**src/rtl/my_reduce_pipe_if.sv**
```systemverilog
// Handshake bundle for my_reduce_pipe: producer side (in_*) and consumer side (out_*).
// The master modport is the environment that drives words and takes results; the slave modport is the reducer.
interface my_reduce_pipe_if #(
   parameter int WIDTH = 16
);
   logic             in_valid;
   logic             in_ready;
   logic [WIDTH-1:0] in_data;
   logic [1:0]       in_op;
   logic             out_valid;
   logic             out_ready;
   logic             out_bit;
   logic [1:0]       out_op;

   modport master (
      output in_valid, in_data, in_op, out_ready,
      input  in_ready, out_valid, out_bit, out_op
   );

   modport slave (
      input  in_valid, in_data, in_op, out_ready,
      output in_ready, out_valid, out_bit, out_op
   );
endinterface

```
**src/rtl/my_reduce_pipe.sv**
```systemverilog
// Pipelined bitwise reducer (OR/AND/XOR/NOR). It uses a balanced two-input tree with one register level per tree level.
// A valid/ready handshake runs through the stages, and a stage accepts whenever it is empty or its successor accepts.
module my_reduce_pipe #(
   parameter int WIDTH = 16
) (
   input  logic              clk,
   input  logic              rst_n,
   my_reduce_pipe_if.slave   bus
);
   localparam int LEVELS = $clog2(WIDTH);

   if ((WIDTH < 2) || (WIDTH > 256) || ((WIDTH & (WIDTH - 1)) != 0)) begin : g_bad_width
      $error("my_reduce_pipe: WIDTH must be a power of two in 2..256");
   end

   function automatic logic reduce2(input logic a, input logic b, input logic [1:0] op);
      logic r;
      case (op)
         2'b01:   r = a & b;
         2'b10:   r = a ^ b;
         default: r = a | b;
      endcase
      return r;
   endfunction

   // Every tree level is packed into one vector. Level 0 is the input word, and level k sits at offset 2W - (2W >> k).
   logic [2*WIDTH-2:0] tree_s;
   logic [LEVELS:0]    vld_s;
   logic [1:0]         op_s [0:LEVELS];
   logic [LEVELS+1:1]  ready_s;

   assign tree_s[WIDTH-1:0] = bus.in_data;
   assign vld_s[0]          = bus.in_valid;
   assign op_s[0]           = bus.in_op;

   // Backward ready chain: a stage accepts when it is empty or its successor accepts.
   always_comb begin
      ready_s[LEVELS+1] = bus.out_ready;
      for (int k = LEVELS; k >= 1; k--) begin
         ready_s[k] = !vld_s[k] || ready_s[k+1];
      end
   end

   for (genvar k = 1; k <= LEVELS; k++) begin : g_stage
      localparam int NW   = WIDTH >> k;
      localparam int SOFF = 2*WIDTH - ((2*WIDTH) >> (k-1));
      localparam int DOFF = 2*WIDTH - ((2*WIDTH) >> k);

      logic [NW-1:0] p_r;
      logic [NW-1:0] p_nxt_s;
      logic          valid_r;
      logic [1:0]    op_r;

      // Combine adjacent pairs of the previous level under that level's op.
      always_comb begin
         p_nxt_s = '0;
         for (int i = 0; i < NW; i++) begin
            p_nxt_s[i] = reduce2(tree_s[SOFF + 2*i], tree_s[SOFF + 2*i + 1], op_s[k-1]);
         end
      end

      // Stage register. A bubble clears valid_r and leaves the stale data in place.
      always_ff @(posedge clk or negedge rst_n) begin
         if (!rst_n) begin
            valid_r <= 1'b0;
            op_r    <= 2'b00;
            p_r     <= '0;
         end else if (ready_s[k]) begin
            valid_r <= vld_s[k-1];
            if (vld_s[k-1]) begin
               op_r <= op_s[k-1];
               p_r  <= p_nxt_s;
            end
         end
      end

      assign tree_s[DOFF +: NW] = p_r;
      assign vld_s[k]           = valid_r;
      assign op_s[k]            = op_r;
   end

   // NOR is an OR tree with a single inversion applied at the output.
   assign bus.in_ready  = ready_s[1];
   assign bus.out_valid = vld_s[LEVELS];
   assign bus.out_op    = op_s[LEVELS];
   assign bus.out_bit   = tree_s[2*WIDTH-2] ^ (op_s[LEVELS] == 2'b11);
endmodule

```
**src/flat_wrapper.sv**
```systemverilog
// flat-port wrapper written by rule: the top's interface ports become plain ports
module my_reduce_pipe_flat 
#(
   parameter int WIDTH = 16
)
  (clk, rst_n, bus_in_valid, bus_in_data, bus_in_op, bus_out_ready, bus_in_ready, bus_out_valid, bus_out_bit, bus_out_op);
  my_reduce_pipe_if #(.WIDTH(WIDTH)) bus_i ();
  input  logic clk;
  input  logic rst_n;
  input wire logic [$bits(bus_i.in_valid)-1:0] bus_in_valid;
  input wire logic [$bits(bus_i.in_data)-1:0] bus_in_data;
  input wire logic [$bits(bus_i.in_op)-1:0] bus_in_op;
  input wire logic [$bits(bus_i.out_ready)-1:0] bus_out_ready;
  output wire logic [$bits(bus_i.in_ready)-1:0] bus_in_ready;
  output wire logic [$bits(bus_i.out_valid)-1:0] bus_out_valid;
  output wire logic [$bits(bus_i.out_bit)-1:0] bus_out_bit;
  output wire logic [$bits(bus_i.out_op)-1:0] bus_out_op;
  assign bus_i.in_valid = bus_in_valid;
  assign bus_i.in_data = bus_in_data;
  assign bus_i.in_op = bus_in_op;
  assign bus_i.out_ready = bus_out_ready;
  assign bus_in_ready = bus_i.in_ready;
  assign bus_out_valid = bus_i.out_valid;
  assign bus_out_bit = bus_i.out_bit;
  assign bus_out_op = bus_i.out_op;
  my_reduce_pipe #(.WIDTH(WIDTH)) u_core (.clk(clk), .rst_n(rst_n), .bus(bus_i));
endmodule
```
**config.mk**
```make
export PLATFORM = sky130hd
export DESIGN_NAME = my_reduce_pipe_flat
export DESIGN_NICKNAME = d
export VERILOG_FILES = /design/src/rtl/my_reduce_pipe_if.sv /design/src/rtl/my_reduce_pipe.sv /design/src/flat_wrapper.sv
export SDC_FILE = /design/constraint.sdc
export NUM_CORES = 1
export LEC_CHECK = 0
export CELL_PAD_IN_SITES_DETAIL_PLACEMENT = 1
export CELL_PAD_IN_SITES_GLOBAL_PLACEMENT = 1
export CORE_MARGIN = 2
export CORE_UTILIZATION = 37
export CTS_CLUSTER_DIAMETER = 80
export DETAILED_ROUTE_END_ITERATION = 10
export MAX_ROUTING_LAYER = met4
export PLACE_DENSITY_LB_ADDON = 0.08
export SETUP_SLACK_MARGIN = 0.3
export SLEW_MARGIN = 30
export SYNTH_ARGS = -nofsm -noshare
export SYNTH_HDL_FRONTEND = slang
export SYNTH_SLANG_ARGS = --single-unit
export TNS_END_PERCENT = 10
```
**constraint.sdc**
```tcl
create_clock -name clk -period 4.2 [get_ports clk]
set_input_delay 0.84 -clock clk [delete_from_list [all_inputs] [get_ports clk]]
set_output_delay 0.84 -clock clk [all_outputs]
set_load 0.05 [all_outputs]
```
## Yosys cells after proc, flatten, opt, wreduce, memory -nomap -nowiden

Index checks and enable logic that the tools add are counted.
Widths: inputs -> output; s select.

- Multiplexer cells: 15
- Reductions and logical operators: 12
- Bitwise operators: 46
- Eq/ne operators: 9

Operator list:

| operator | count |
|---|---|
| $pmux 1 s2 | 15 |
| $xor 1x1->1 | 16 |
| $and 1x1->1 | 15 |
| $or 1x1->1 | 15 |
| $eq 2x2->1 const B | 5 |
| $eq 2x1->1 const B | 4 |
| $reduce_and 2->1 | 4 |
| $logic_not 1->1 | 4 |
| $logic_or 1x1->1 | 4 |

- Logic and storage cells: 94
- Output and inout port bits: 5
- Bits in registers: 27
- Input bits: 22

## Logic depth before layout (Yosys ltp)

Gate-level depths: netlist of the first run.

- Depth after elaboration: 6
- Depth in mapped cells: 6

## Worst setup path after synthesis of the first run

No wires, ideal clock.

- Kind: register to output
- From: register u_core.g_stage[4].op_r[0], in the netlist u_core.bus.out_op[0]
- To: output port bus_out_bit
- Arrival time: 1590 ps
- Path slack: 1770 ps
- Cell stages (with the launch flop): 3
- Buffers on the path: 0
- Cells stage by stage: dfrtp_1 nand2_1 xnor2_1

- Cells in the longest elaborated chain, start to end: 2

Ends and longest elaborated chain:

| item | line | RTL |
|---|---|---|
| start, declared | my_reduce_pipe.sv:52 | `logic [1:0] op_r;` |
| start signal, assigned | my_reduce_pipe.sv:71 | `op_r <= op_s[k-1];` |
| $eq 2x2->1 | my_reduce_pipe.sv:86 | `assign bus.out_bit = tree_s[2*WIDTH-2] ^ (op_s[LEVELS] == 2'b11);` |
| $xor 1x1->1 | my_reduce_pipe.sv:86 |  |
| end, declared | flat_wrapper.sv:16 | `output wire logic [$bits(bus_i.out_bit)-1:0] bus_out_bit;` |

No other way between the ends.

## Final worst setup path of the first run

- From: input port bus_out_ready
- To: output port bus_in_ready

- Cells in the longest elaborated chain, start to end: 4

Ends and longest elaborated chain:

| item | line | RTL |
|---|---|---|
| start, declared | flat_wrapper.sv:13 | `input wire logic [$bits(bus_i.out_ready)-1:0] bus_out_ready;` |
| $logic_or 1x1->1 (4 in a row) | my_reduce_pipe.sv:40 | `ready_s[k] = !vld_s[k] \|\| ready_s[k+1];` |
| end, declared | flat_wrapper.sv:14 | `output wire logic [$bits(bus_i.in_ready)-1:0] bus_in_ready;` |

No other way between the ends.

==> results.md, run 1 <==
* Status: completed
* CTS root buf: clkbuf_8
* FF-to-FF path depth at 5
* Total gr overflow at 0
* PostCTS Resize Cnt at 0
* Global-route usage over all layers at 0.1359
* Final Max Tran Viols at 0
* DR vias/cell at approximately 4.8
* Final setup vio count at 0
* Syn Area/Cell at ~11 µm²
* Pin count of the biggest net entering global routing at 28
* Max FO, Critical Path at 4
* Placed cells at 269
* Final RePlAce weighted congestion at ~0.67
* Yosys top cell area share at 0.3555
* Synthesis-to-layout area growth at 20.08%
* Number of cells on the worst hold path at 1
* Routed WL at ~3.4 mm
* Tmin final at roughly 3.3 ns
* M1 WL at between 1 and 1.5 mm
* Die Area at around 5700 µm²
* DP HPWL at 2.867 mm
* Top cells by instance count after synthesis: ha_1, inv_1, dfrtp_1
* CP Launch Type: input pin
* # DRC at 0
* Setup Buffers After CTS at 0
* Fin Setup TNS at 0 ns
* Slew headroom at 0.6680
* Worst vdd ir at approximately 240 µV
* Global-route wire length before repair at slightly below 6 mm
* RSZ-0062 raised after global routing: no
* TritonCTS clock tree: built
* H-tree Lvls at 1
* Die Span Y at 75.67 µm
* Power per Cell Area at roughly 460 nW/µm²
* Clock Latency Late Sink at between 0.2 and 0.3 ns
* ANT nets after route at 0
* Synth top area cells: dfrtp_1, ha_1, inv_1, a221oi_1, mux2_4
* Skew final at 0.004733 ns
* Async set-reset flop share out of synthesis at 1.000
* Met2 routed WL at approximately 1.8 mm
* I/O Buffers at 26
* Final instance count without filler cells at roughly 270
* Period Utilization, post-route at 0.7821
* CTS clk-pin slew, worst paths at ~0.090 ns
* Via count at 1,324
* Worst-Margin Slew at around 0.50 ns
* Yosys top cell by area: dfrtp_1
* Initial Util at 0.3769
* Mapped Cells at between 150 and 200
* Arrival time worst endpoint at between 2 and 2.5 ns
* Library cells used by synthesis at 17
* Number of max-cap violations at 0
* DR iter-0 viols at 27
* Number of flops mapped to enable cells by yosys at 0
* FP Rows at 26
* CP Capture Type: output pin
* Leakage dissipation at between 1 and 1.5 nW
* Drt wl/cell at around 12 µm
* Nets@finish at ~260
* FF+latch count, synth at 27
* WL met3 at roughly 100 µm
* Layout cell share with drive strength beyond 1 at 0.1084
* Hold Path Class: flop to flop
* Initial antenna violation count at 0
* Total core area at approximately 5000 µm²
* Max Used Layer: met4
* CTS buffer count at 3
* Diode count at 0
* Fmax at ~300 MHz
* Syn. warnings at 0
* CP required at roughly 3.4 ns
* Post-synthesis sequential area ratio at 0.3555
* Final hold vios at 0
* Post-Syn Area at about 1900 µm²
* Net count of the mapped netlist at 236
* Boundary Pins at 27
* TritonRoute pass-1 iters at 4
* Maximum root-to-sink buffer count at 2
* Critical path class: input pin to output pin
* Hold-fix buffers, CTS at 0
* Vias in the first global route at approximately 1,400
* Die Wd at between 70 and 80 µm
* Clock Sinks at 27
* Ys flop type: dfrtp_1
## area by class of cell
| type | instances | area, µm² |
|---|---|---|
| fill | 567 | 2760 |
| multi-input combinational | 106 | 1056 |
| sequential | 27 | 675.6 |
| timing repair buffer | 28 | 275.3 |
| inverter | 38 | 142.6 |
| tap | 70 | 87.58 |
| clock buffer | 4 | 45.04 |
## cell families (layout without fill, tap and decap cells)
group,after synthesis,in the layout,share of synthesized area
buffers and inverters,43,70,0.08887
adder cells (fa/ha/maj),38,38,0.2502
AO/OA/AOI/OAI,31,31,0.1126
flip-flops,27,27,0.3555
multiplexers,23,23,0.1481
AND/OR/NAND/NOR,13,13,0.04016
XOR/XNOR,1,1,0.004609
## worst paths after layout
kind / start / slack, ns / end
setup reg to reg: u_core.g_stage[1].op_r[0] / 2.67 / u_core.g_stage[2].p_r[3]
min in group asynchronous: rst_n / 0.93 / u_core.g_stage[2].p_r[0]
hold reg to reg: u_core.g_stage[1].valid_r / 0.52 / u_core.g_stage[2].valid_r
setup / recovery: bus_out_ready / 0.92 / bus_in_ready
max in group asynchronous: rst_n / 3.00 / u_core.g_stage[2].valid_r
hold / removal: u_core.g_stage[1].valid_r / 0.52 / u_core.g_stage[2].valid_r
## cell usage in the layout, fill, tap and decap left out, drive strengths merged
| cell | netlist | layout |
|---|---|---|
| mux2i | 6 | 6 |
| a21oi | 15 | 15 |
| a221oi | 15 | 15 |
| a21boi | 1 | 1 |
| ha | 38 | 38 |
| nand2b | 5 | 5 |
| mux2 | 17 | 17 |
| clkdlybuf4s50 | 0 | 26 |
| clkbuf | 4 | 4 |
| xnor2 | 1 | 1 |
| and4b | 1 | 1 |
| nand4b | 1 | 1 |
| buf | 1 | 2 |
| nand3b | 1 | 1 |
| inv | 38 | 38 |
| dfrtp | 27 | 27 |
| nand2 | 5 | 5 |
## per-layer routing
metal  track usage  up-vias
met4       0.04094        0
met2        0.2657       24
met1        0.1400      639
li1              -      656
met3       0.01587        5
met5             -        -
## metrics by stage
step	utilization	setup WS (ns)	area, µm²	hold WS [ns]	total power, W
5_1_grt	0.4526	0.8431	2282	0.5568	0.001137
3_3_place_gp	0.4437	0.9301	2237	0.4928	0.0008883
3_5_place_dp	0.4437	0.9216	2237	0.5087	0.0009203
2_1_floorplan	-	1.770	1901	0.4725	0.0007605
4_1_cts	0.4526	0.9075	2282	0.5295	0.001067
6_report	0.4526	0.9150	2282	0.5245	0.001043
## sequential cells by signal (all words and copies together) (netlist names)
signal                  flops
u_core.bus.out_op           2
u_core.bus.out_valid        1
u_core.g_stage.op_r         6
u_core.g_stage.p_r         15
u_core.g_stage.valid_r      3
## power breakdown
part           internal (W)  leakage [nW]  switching, W  total (W)
registers          0.000344         0.309     0.0000624   0.000406
clock network     0.0000680        0.0228     0.0000785   0.000146
logic              0.000235         0.843      0.000256   0.000490
## critical path, stage by stage
cell and delay (ns):
clkdlybuf4s50_1 0.50, and4b_1 0.22, nand2_1 0.09, clkdlybuf4s50_1 0.80
(Power assumes the default switching activity.)
==> inputs of run 2 (changes only) <==
==> constraint.sdc (replaced) <==
create_clock -name clk -period 2.9 [get_ports clk]
set_input_delay 0.58 -clock clk [delete_from_list [all_inputs] [get_ports clk]]
set_output_delay 0.58 -clock clk [all_outputs]
set_load 0.05 [all_outputs]
==> run 2 against run 1 <==
Against the previous run:
- sequential power rose by 45%
- clock skew grew 0.0036 ns
- count of clock-buffer cells in the layout is 1 lower
- clock power is 52% higher
- global-route usage up 0.25 points
==> results.md, run 2 (synthesis gave the netlist of run 1 again) <==
* RSZ-0062 raised after global routing: no
* Nets@finish at ~260
* Pin count of the biggest net entering global routing at 28
* Global-route usage over all layers at 0.1384
* Die Wd at between 70 and 80 µm
* Leakage dissipation at 1.179 nW
* Status: completed
* Net Sw Power at just under 0.0006 W
* Skew final at ~0.0084 ns
* RR Startpoint: u_core.g_stage[1].op_r[0]
* Tmin final at ~2.3 ns
* Fin Setup TNS at 0 ns
* Switching fraction of total power at 0.3830
* Via count at ~1,300
* TritonCTS clock tree: built
* Int Pwr at roughly 0.00094 W
* Crit-path max cell delay at between 0.8 and 0.9 ns
* Final hold vios at 0
* Fillers at between 500 and 600
* Synthesis-to-layout area growth at 20.80%
* Gate power share at 0.468
* Routed WL at approximately 3.6 mm
* Worst vdd ir at 361.5 µV
* Final setup vio count at 0
* Design area at between 2000 and 2500 µm²
* CTS root buf: clkbuf_8
* Vias in the first global route at about 1,300
* FP Rows at 26
* Total core area at about 5000 µm²
* Max FO, Critical Path at 3
* Reg power frac at 0.386
* Critical path class: flop to output pin
* Crit path to: bus_out_bit
* Pre-CTS setup slack at 0.4517 ns
* Max reg flops at 15
* ANT nets after route at 0
* I/O Buffers at 26
* CP Launch Type: flop
* Diode count at 0
* Critical path, cell by cell: nand2_1, xnor2_1, clkdlybuf4s50_1
* CP Capture Type: output pin
* DR vias/cell at around 5
* Setup Buffers After CTS at 0
* Drt wl/cell at between 10 and 15 µm
* FF-to-FF path depth at 5
* Die Area at between 5000 and 6000 µm²
* Layout cell share with drive strength beyond 1 at 0.1182
* Crit. Startpoint: u_core.bus.out_op[0]
* TritonRoute pass-1 iters at 2
* Clock share of power at 0.145
* Final Max Tran Viols at 0
* Boundary Pins at 27
* Clock Latency Late Sink at approximately 0.28 ns
* Global-route wire length before repair at around 5.8 mm
* Initial Util at 0.3769
* Reg with most FFs: u_core.g_stage.p_r
* CP required at about 2.3 ns
* CTS buffer count at 3
* H-tree Lvls at 1
* Final RePlAce weighted congestion at between 0.7 and 0.8
* Period Utilization, post-route at 0.7839
* DR iter-0 viols at 39
* Top Registers: u_core.g_stage.p_r x15, u_core.g_stage.op_r x6, u_core.g_stage.valid_r x3
* Slowest-stage cell, CP: clkdlybuf4s50_1
* Number of max-cap violations at 0
* Power per Cell Area at about 660 nW/µm²
* R2r setup slk at 1.36 ns
* Arrival time worst endpoint at 1.69 ns
* Clock Sinks at 27
* Die Span Y at ~76 µm
* Fin Hold WS at around 0.53 ns
* Fmax at 439.9 MHz
* Commonest cells after routing, fill and taps aside: inv_1, ha_1, dfrtp_1
* Worst-Margin Slew at 0.5070 ns
* Placed instance area at 2247 µm²
* Hold-fix buffers, CTS at 0
* CTS clk-pin slew, worst paths at approximately 0.10 ns
* Final WS setup at around 0.63 ns
* Total gr overflow at 0
* DP HPWL at between 3 and 4 mm
* Initial antenna violation count at 0
* Slew headroom at 0.6609
* Hold Path Class: flop to flop
* Reg2Reg Capture Point: u_core.g_stage[2].p_r[1]
* # DRC at 0
* PostCTS Resize Cnt at 0
* Maximum root-to-sink buffer count at 2
* Total power at ~0.0015 W
[run 2: worst min path at each step]
stage | start | end | slack, ns | cells past startpoint
after floorplan | rst_n | u_core.bus.out_op[0] | 0.28 | 0
after global placement | u_core.g_stage[2].valid_r | u_core.g_stage[3].valid_r | 0.49 | 1
after detailed placement | u_core.g_stage[2].valid_r | u_core.g_stage[3].valid_r | 0.51 | 1
after CTS | u_core.g_stage[2].valid_r | u_core.g_stage[3].valid_r | 0.53 | 1
after global routing | u_core.g_stage[2].valid_r | u_core.g_stage[3].valid_r | 0.56 | 1
final | u_core.g_stage[2].valid_r | u_core.g_stage[3].valid_r | 0.53 | 1
[run 2: critical path, delay by kind of cell, from the launching register on]
kind | cells | cell delay [ns]
buf+inv | 1 | 0.82
flops | 1 | 0.40
xor+xnor | 1 | 0.11
simple gates | 1 | 0.08
[run 2: power groups by stage]
stage / sequential [W] / combinational, W / clock (W)
CTS: 0.000593 / 0.000734 / 0.000230
floorplan: 0.000629 / 0.000472 / 0
finish: 0.000588 / 0.000713 / 0.000222
global placement: 0.000591 / 0.000702 / 0
detailed placement: 0.000602 / 0.000732 / 0
global route: 0.000608 / 0.000801 / 0.000245
[run 2: routing by layer]
metal	global-route usage	vias up	share of wire
met5	-	-	0
met4	0.06043	0	0.022
met3	0.01587	5	0.032
met2	0.2686	26	0.56
met1	0.1367	652	0.39
li1	-	651	-
[run 2: metrics by stage]
step	utilization	instances
finish	0.4553	273
global route	0.4553	273
CTS	0.4553	273
detailed placement	0.4457	269
global placement	0.4457	269
floorplan	-	176
[run 2: final cells by class]
type	count	area [µm²]	area share
clock inverter	1	7.507	0.003270
inverter	38	142.6	0.06213
tap	70	87.58	0.03815
sequential	27	675.6	0.2943
clock buffer	3	41.29	0.01798
multi-input combinational	106	1056	0.4599
timing repair buffer	28	285.3	0.1243
